==> config.mk <==
export PLATFORM = sky130hd
export DESIGN_NAME = noc_pio_port
export DESIGN_NICKNAME = d
export VERILOG_FILES = /design/src/rtl/noc_pio_port.sv
export SDC_FILE = /design/constraint.sdc
export NUM_CORES = 1
export LEC_CHECK = 0
export ABC_AREA = 1
export CORE_AREA = 2 2 125 188
export CTS_CLUSTER_DIAMETER = 150
export DETAILED_ROUTE_END_ITERATION = 6
export DIE_AREA = 0 0 127 190
export HOLD_SLACK_MARGIN = 0.02
export MAX_ROUTING_LAYER = met4
export PLACE_DENSITY_LB_ADDON = 0.08
export SLEW_MARGIN = 15
export SYNTH_ARGS = -nofsm -noshare
export SYNTH_HDL_FRONTEND = slang
export SYNTH_SLANG_ARGS = --single-unit
==> constraint.sdc <==
create_clock -name clk_clk -period 3.4 [get_ports clk_clk]
set_clock_uncertainty 0.15 [all_clocks]
set_input_delay 1.02 -clock clk_clk [delete_from_list [all_inputs] [get_ports clk_clk]]
set_output_delay 1.02 -clock clk_clk [all_outputs]
set_load 0.01 [all_outputs]
==> src/rtl/noc_pio_port.sv <==
// noc_pio_port: multi-channel PIO endpoint for the NOC.
// Inputs are synchronised and debounced per channel. Each debounced change is
// reported as a DPCR packet through a round-robin arbiter with a valid/ready
// handshake. DPCR write packets load the per-channel output registers.
module noc_pio_port #(
  parameter int NUM_CH       = 4,
  parameter int CH_W         = 10,
  parameter int DEBOUNCE_CYC = 16
) (
  input  logic                   clk_clk,
  input  logic                   reset_reset_n,
  input  logic [NUM_CH*CH_W-1:0] pio_in,
  output logic [NUM_CH*CH_W-1:0] pio_out,
  output logic [31:0]            dpcr_out_data,
  output logic                   dpcr_out_valid,
  input  logic                   dpcr_out_ready,
  input  logic [31:0]            dpcr_in_data,
  input  logic                   dpcr_in_valid
);

  localparam int             CNT_W    = (DEBOUNCE_CYC > 1) ? $clog2(DEBOUNCE_CYC) : 1;
  localparam logic [CNT_W-1:0] CNT_MAX = CNT_W'(DEBOUNCE_CYC - 1);
  localparam logic [4:0]     NUM_CH_W = 5'(NUM_CH);

  logic [NUM_CH-1:0]      pend_vec;
  logic [NUM_CH-1:0]      grant_vec;
  logic [NUM_CH*CH_W-1:0] snap_flat;
  logic [3:0]             rr_ptr_reg;
  logic                   load_en;
  logic                   grant_found;
  logic [3:0]             grant_idx;
  logic [15:0]            grant_ext;
  logic [15:0]            snap_sel;
  logic [3:0]             rr_next;
  logic [3:0]             wr_id;
  logic                   wr_en;
  logic                   unused_in_bits;

  // The output register may take a new packet when empty or being consumed.
  assign load_en = !dpcr_out_valid || dpcr_out_ready;

  // Round-robin search: first pending channel at or after rr_ptr, with wrap.
  always_comb begin
    logic [15:0] pend_ext;
    logic [4:0]  cand;
    pend_ext    = 16'(pend_vec);
    cand        = '0;
    grant_found = 1'b0;
    grant_idx   = '0;
    for (int i = 0; i < NUM_CH; i++) begin
      cand = {1'b0, rr_ptr_reg} + 5'(i);
      if (cand >= NUM_CH_W) cand = cand - NUM_CH_W;
      if (!grant_found && pend_ext[cand[3:0]]) begin
        grant_found = 1'b1;
        grant_idx   = cand[3:0];
      end
    end
  end

  // Grant one-hot, the granted channel's snapshot, and the next pointer.
  always_comb begin
    grant_ext = (load_en && grant_found) ? (16'd1 << grant_idx) : 16'd0;
    grant_vec = grant_ext[NUM_CH-1:0];
    snap_sel  = '0;
    for (int k = 0; k < NUM_CH; k++) begin
      if (grant_idx == 4'(k)) snap_sel = 16'(snap_flat[k*CH_W +: CH_W]);
    end
    if (({1'b0, grant_idx} + 5'd1) >= NUM_CH_W) rr_next = 4'd0;
    else                                        rr_next = grant_idx + 4'd1;
  end

  // Report packet register; data is only replaced on a load, so it holds while stalled.
  always_ff @(posedge clk_clk or negedge reset_reset_n) begin
    if (!reset_reset_n) begin
      dpcr_out_data  <= '0;
      dpcr_out_valid <= 1'b0;
      rr_ptr_reg     <= '0;
    end else if (load_en) begin
      if (grant_found) begin
        dpcr_out_data  <= {1'b1, 3'b000, grant_idx, 8'h00, snap_sel};
        dpcr_out_valid <= 1'b1;
        rr_ptr_reg     <= rr_next;
      end else begin
        dpcr_out_valid <= 1'b0;
      end
    end
  end

  // Write decode: only flagged packets addressed to an existing channel.
  assign wr_id = dpcr_in_data[27:24];
  assign wr_en = dpcr_in_valid && dpcr_in_data[31] && ({1'b0, wr_id} < NUM_CH_W);
  assign unused_in_bits = ^{dpcr_in_data[30:28], dpcr_in_data[23:CH_W]};

  for (genvar gi = 0; gi < NUM_CH; gi++) begin : g_ch
    logic [CH_W-1:0]  sync1_reg;
    logic [CH_W-1:0]  sync2_reg;
    logic [CH_W-1:0]  deb_reg;
    logic [CH_W-1:0]  snap_reg;
    logic [CH_W-1:0]  out_reg;
    logic [CNT_W-1:0] cnt_reg;
    logic             pend_reg;
    logic             fire;

    // The count restarts whenever the synchronised value is still moving
    // (first stage differs from second), so only a steady new value matures.
    assign fire = (sync2_reg != deb_reg) && (sync1_reg == sync2_reg) && (cnt_reg == CNT_MAX);

    // Synchroniser, debounce counter and pending flag; a new change wins over a grant.
    always_ff @(posedge clk_clk or negedge reset_reset_n) begin
      if (!reset_reset_n) begin
        sync1_reg <= '0;
        sync2_reg <= '0;
        deb_reg   <= '0;
        snap_reg  <= '0;
        cnt_reg   <= '0;
        pend_reg  <= 1'b0;
      end else begin
        sync1_reg <= pio_in[gi*CH_W +: CH_W];
        sync2_reg <= sync1_reg;
        if (sync2_reg == deb_reg || sync1_reg != sync2_reg) begin
          cnt_reg <= '0;
        end else if (cnt_reg == CNT_MAX) begin
          deb_reg  <= sync2_reg;
          snap_reg <= sync2_reg;
          cnt_reg  <= '0;
        end else begin
          cnt_reg <= cnt_reg + 1'b1;
        end
        if (fire)               pend_reg <= 1'b1;
        else if (grant_vec[gi]) pend_reg <= 1'b0;
      end
    end

    // Output register loaded by an accepted write addressed to this channel.
    always_ff @(posedge clk_clk or negedge reset_reset_n) begin
      if (!reset_reset_n)                 out_reg <= '0;
      else if (wr_en && wr_id == 4'(gi)) out_reg <= dpcr_in_data[CH_W-1:0];
    end

    assign pend_vec[gi]                  = pend_reg;
    assign snap_flat[gi*CH_W +: CH_W]    = snap_reg;
    assign pio_out[gi*CH_W +: CH_W]      = out_reg;
  end

endmodule

==> flow_metrics.env <==
export IMPL_synth_async_sr_flop_share_pct=100.0
export IMPL_synthTopCellsByCount="nand2_1 (205), dfrtp_1 (200), inv_1 (100)"
export IMPL_crit_chain="buf_4, ha_1, nand2_2, nand2_4, ha_1, nand2_1, nand2_1, nor2_4, nand2_2, nand2_4, nand3_2, nand3_2, inv_2, a21oi_4, ha_4, clkinvlp_4, o21ai_1, buf_4, nand2_1, o211ai_1, o21ai_1, o21ai_1"
export IMPL_max_freq_mhz=309.7
export IMPL_netlist_area_mm2=0.008899
export IMPL_fillers=2132
export IMPL_antenna_found_initial=0
export IMPL_synth_edf_count=0
export IMPL_drt_pass1_iter_count=4
export IMPL_area_delta_synth_final_pct=28.61
export IMPL_cts_buffer_depth=2
export IMPL_clk_latency_ps=440
export IMPL_grt_pass1_vias=6532
export IMPL_die_x_um=127
export IMPL_max_cap_violations=0
export IMPL_total_leakage_power_nw=5.349
export IMPL_setup_viol=0
export IMPL_die_h_um=190
export IMPL_crit_slowest_cell="dfrtp_2"
export IMPL_holdBufCountCts=0
export IMPL_hold_viol=0
export IMPL_setup_tns_ps=0
export IMPL_start_util_pct=39.32
export IMPL_path_delay_family="simple AND/OR/NAND/NOR gates"
export IMPL_cts_root_buf="clkbuf_16"
export IMPL_status="finished clean"
export IMPL_drive_gt1_share_pct=15.95
export IMPL_vias_per_cell=4.597
export IMPL_cts_num_sinks=200
export IMPL_pin_count=149
export IMPL_slew_headroom_pct=46.63
export IMPL_hp_class="flop to flop"
export IMPL_grt_usage_pct=16.80
export IMPL_final_util_pct=50.57
export IMPL_clk_pin_slew_ps=80
export IMPL_peakVddDrop_uv=315.1
export IMPL_worst_setup_path_end_kind="flop"
export IMPL_htreeDepth=4
export IMPL_std_cell_rows=68
export IMPL_crit_type="flop to flop"
export IMPL_grt_first_pass_wirelength_um=31250
export IMPL_die_area_mm2=0.02413
export IMPL_setup_slack_ps=171.1
export IMPL_yosysMostFrequentCell="nand2_1"
export IMPL_ys_seq_area_share_pct=56.24
export IMPL_cp_arrival_ps=3450
export IMPL_synth_top_area_share_pct=56.24
export IMPL_avgSynthCellArea_um2=9.416
export IMPL_overflow=0
export IMPL_yosys_area_top_type="dfrtp_1"
export IMPL_ys_types=41
export IMPL_crit_path_start_kind="flop"
export IMPL_ys_ff_latch=200
export IMPL_vias=6418
export IMPL_max_stage_delay_ps=460
export IMPL_cts_buffers=17
export IMPL_ant_nets=0
export IMPL_io_buffers=114
export IMPL_nets=1199
export IMPL_period_share_pct=94.97
export IMPL_place_ws_ps=-102.2
export IMPL_worstPathRequired_ps=3620
export IMPL_crit_buf_inv=4
export IMPL_gp_congestion=0.7851
export IMPL_ys_warn_count=0
export IMPL_stdcell_area_mm2=0.01144
export IMPL_drc=0
export IMPL_wirelength_um=18430
export IMPL_cts_tree="done"
export IMPL_core_mm2=0.02263
export IMPL_worstMarginPinSlew_ps=798.1
export IMPL_wire_per_inst_um=13.20
export IMPL_diodes=0
export IMPL_drv_slew=0
export IMPL_synth_area_leaders="dfrtp_1 (56%), nand2_1 (8.6%), o21ai_0 (4.7%)"
export IMPL_power_density_mw_per_mm2=444.6
export IMPL_period_minus_slack_ps=3229
export IMPL_placed_area_mm2=0.01056
export IMPL_synthCells=945
export IMPL_path_max_fanout=5
export IMPL_rsz0062_at_grt="true"
export IMPL_dp_hpwl_um=13320
export IMPL_synthFlopType="dfrtp_1"
export IMPL_grt_max_degree=65
export IMPL_first_iter_violations=343
metal layers:
metal,GRT usage (%),part of all wire (%),vias up
li1,-,-,3293
met1,20.35,43,2984
met2,27.69,51,122
met3,4.078,4.1,19
met4,5.537,1.5,0
met5,-,0,-
power by group:
part	switching [W]	internal, W	total, W
clock	0.000938	0.00103	0.00197
combinational	0.000229	0.000286	0.000515
sequential	0.0000922	0.00251	0.00261
cell usage in the layout, fill, tap and decap left out, drive strengths merged:
cell type      count
nand2            224
dfrtp            200
clkdlybuf4s50    113
inv              112
o21ai            110
nor2              69
nand3             58
buf               47
xor2              28
clkbuf            21
xnor2             20
ha                20
conb              17
nand4             15
or2               14
nor4               9
clkinv             8
o211ai             7
a21oi              7
clkinvlp           4
o2111ai            3
nor3               3
nor3b              2
o21a               1
and2               1
nand3b             1
o21bai             1
bufinv             1
area by class of cell:
cell class                 instances  area [µm²]  share of cell area [%]
inverter                         110       430.4                   3.761
timing repair inverter             1       7.507                 0.06560
tap                              280       350.3                   3.061
clock buffer                      18       429.2                   3.750
multi-input combinational        610        3456                   30.20
sequential                       200        5009                   43.76
timing repair buffer             163        1617                   14.12
clock inverter                    14       146.4                   1.279
repair_timing:
item | in CTS | in global routing
endpoints found under the setup margin | 8 | 11
gates cloned | 0 | 3
pin swaps | 0 | 28
gates resized for setup | 6 | 75
buffers inserted | 0 | 6
stage by stage:
stage	total power (W)	cells	hold slack [ps]
final	0.005089	1396	242.6
after global routing	0.005364	1396	256.8
after CTS	0.005185	1387	246.8
after detailed placement	0.003175	1355	229.8
after global placement	0.003174	1355	227.0
after floorplan	0.002840	961	217.2
logic make-up after synthesis:
family | Yosys count | share of synthesized area [%]
simple gates | 396 | 20.49
flops | 200 | 56.24
buf+inv | 151 | 7.551
compound gates | 129 | 8.141
xor+xnor | 48 | 4.724
fa+ha+maj | 20 | 2.812
other cells | 1 | 0.04214
path summary, 6_finish.rpt:
path | start | end | slack (ps) | depth (start not counted)
worst min-delay path | g_ch[0].sync1_reg[3] | g_ch[0].sync2_reg[3] | 240 | 0
worst max-delay path | rr_ptr_reg[0] | dpcr_out_data[6] | 170 | 22
max in group asynchronous | reset_reset_n | g_ch[0].out_reg[2] | 1850 | 2
worst min register to register | g_ch[0].sync1_reg[3] | g_ch[0].sync2_reg[3] | 240 | 0
min in group asynchronous | reset_reset_n | g_ch[0].sync1_reg[1] | 420 | 1
worst max register to register | rr_ptr_reg[0] | dpcr_out_data[6] | 170 | 22
(Power assumes the default switching activity.)
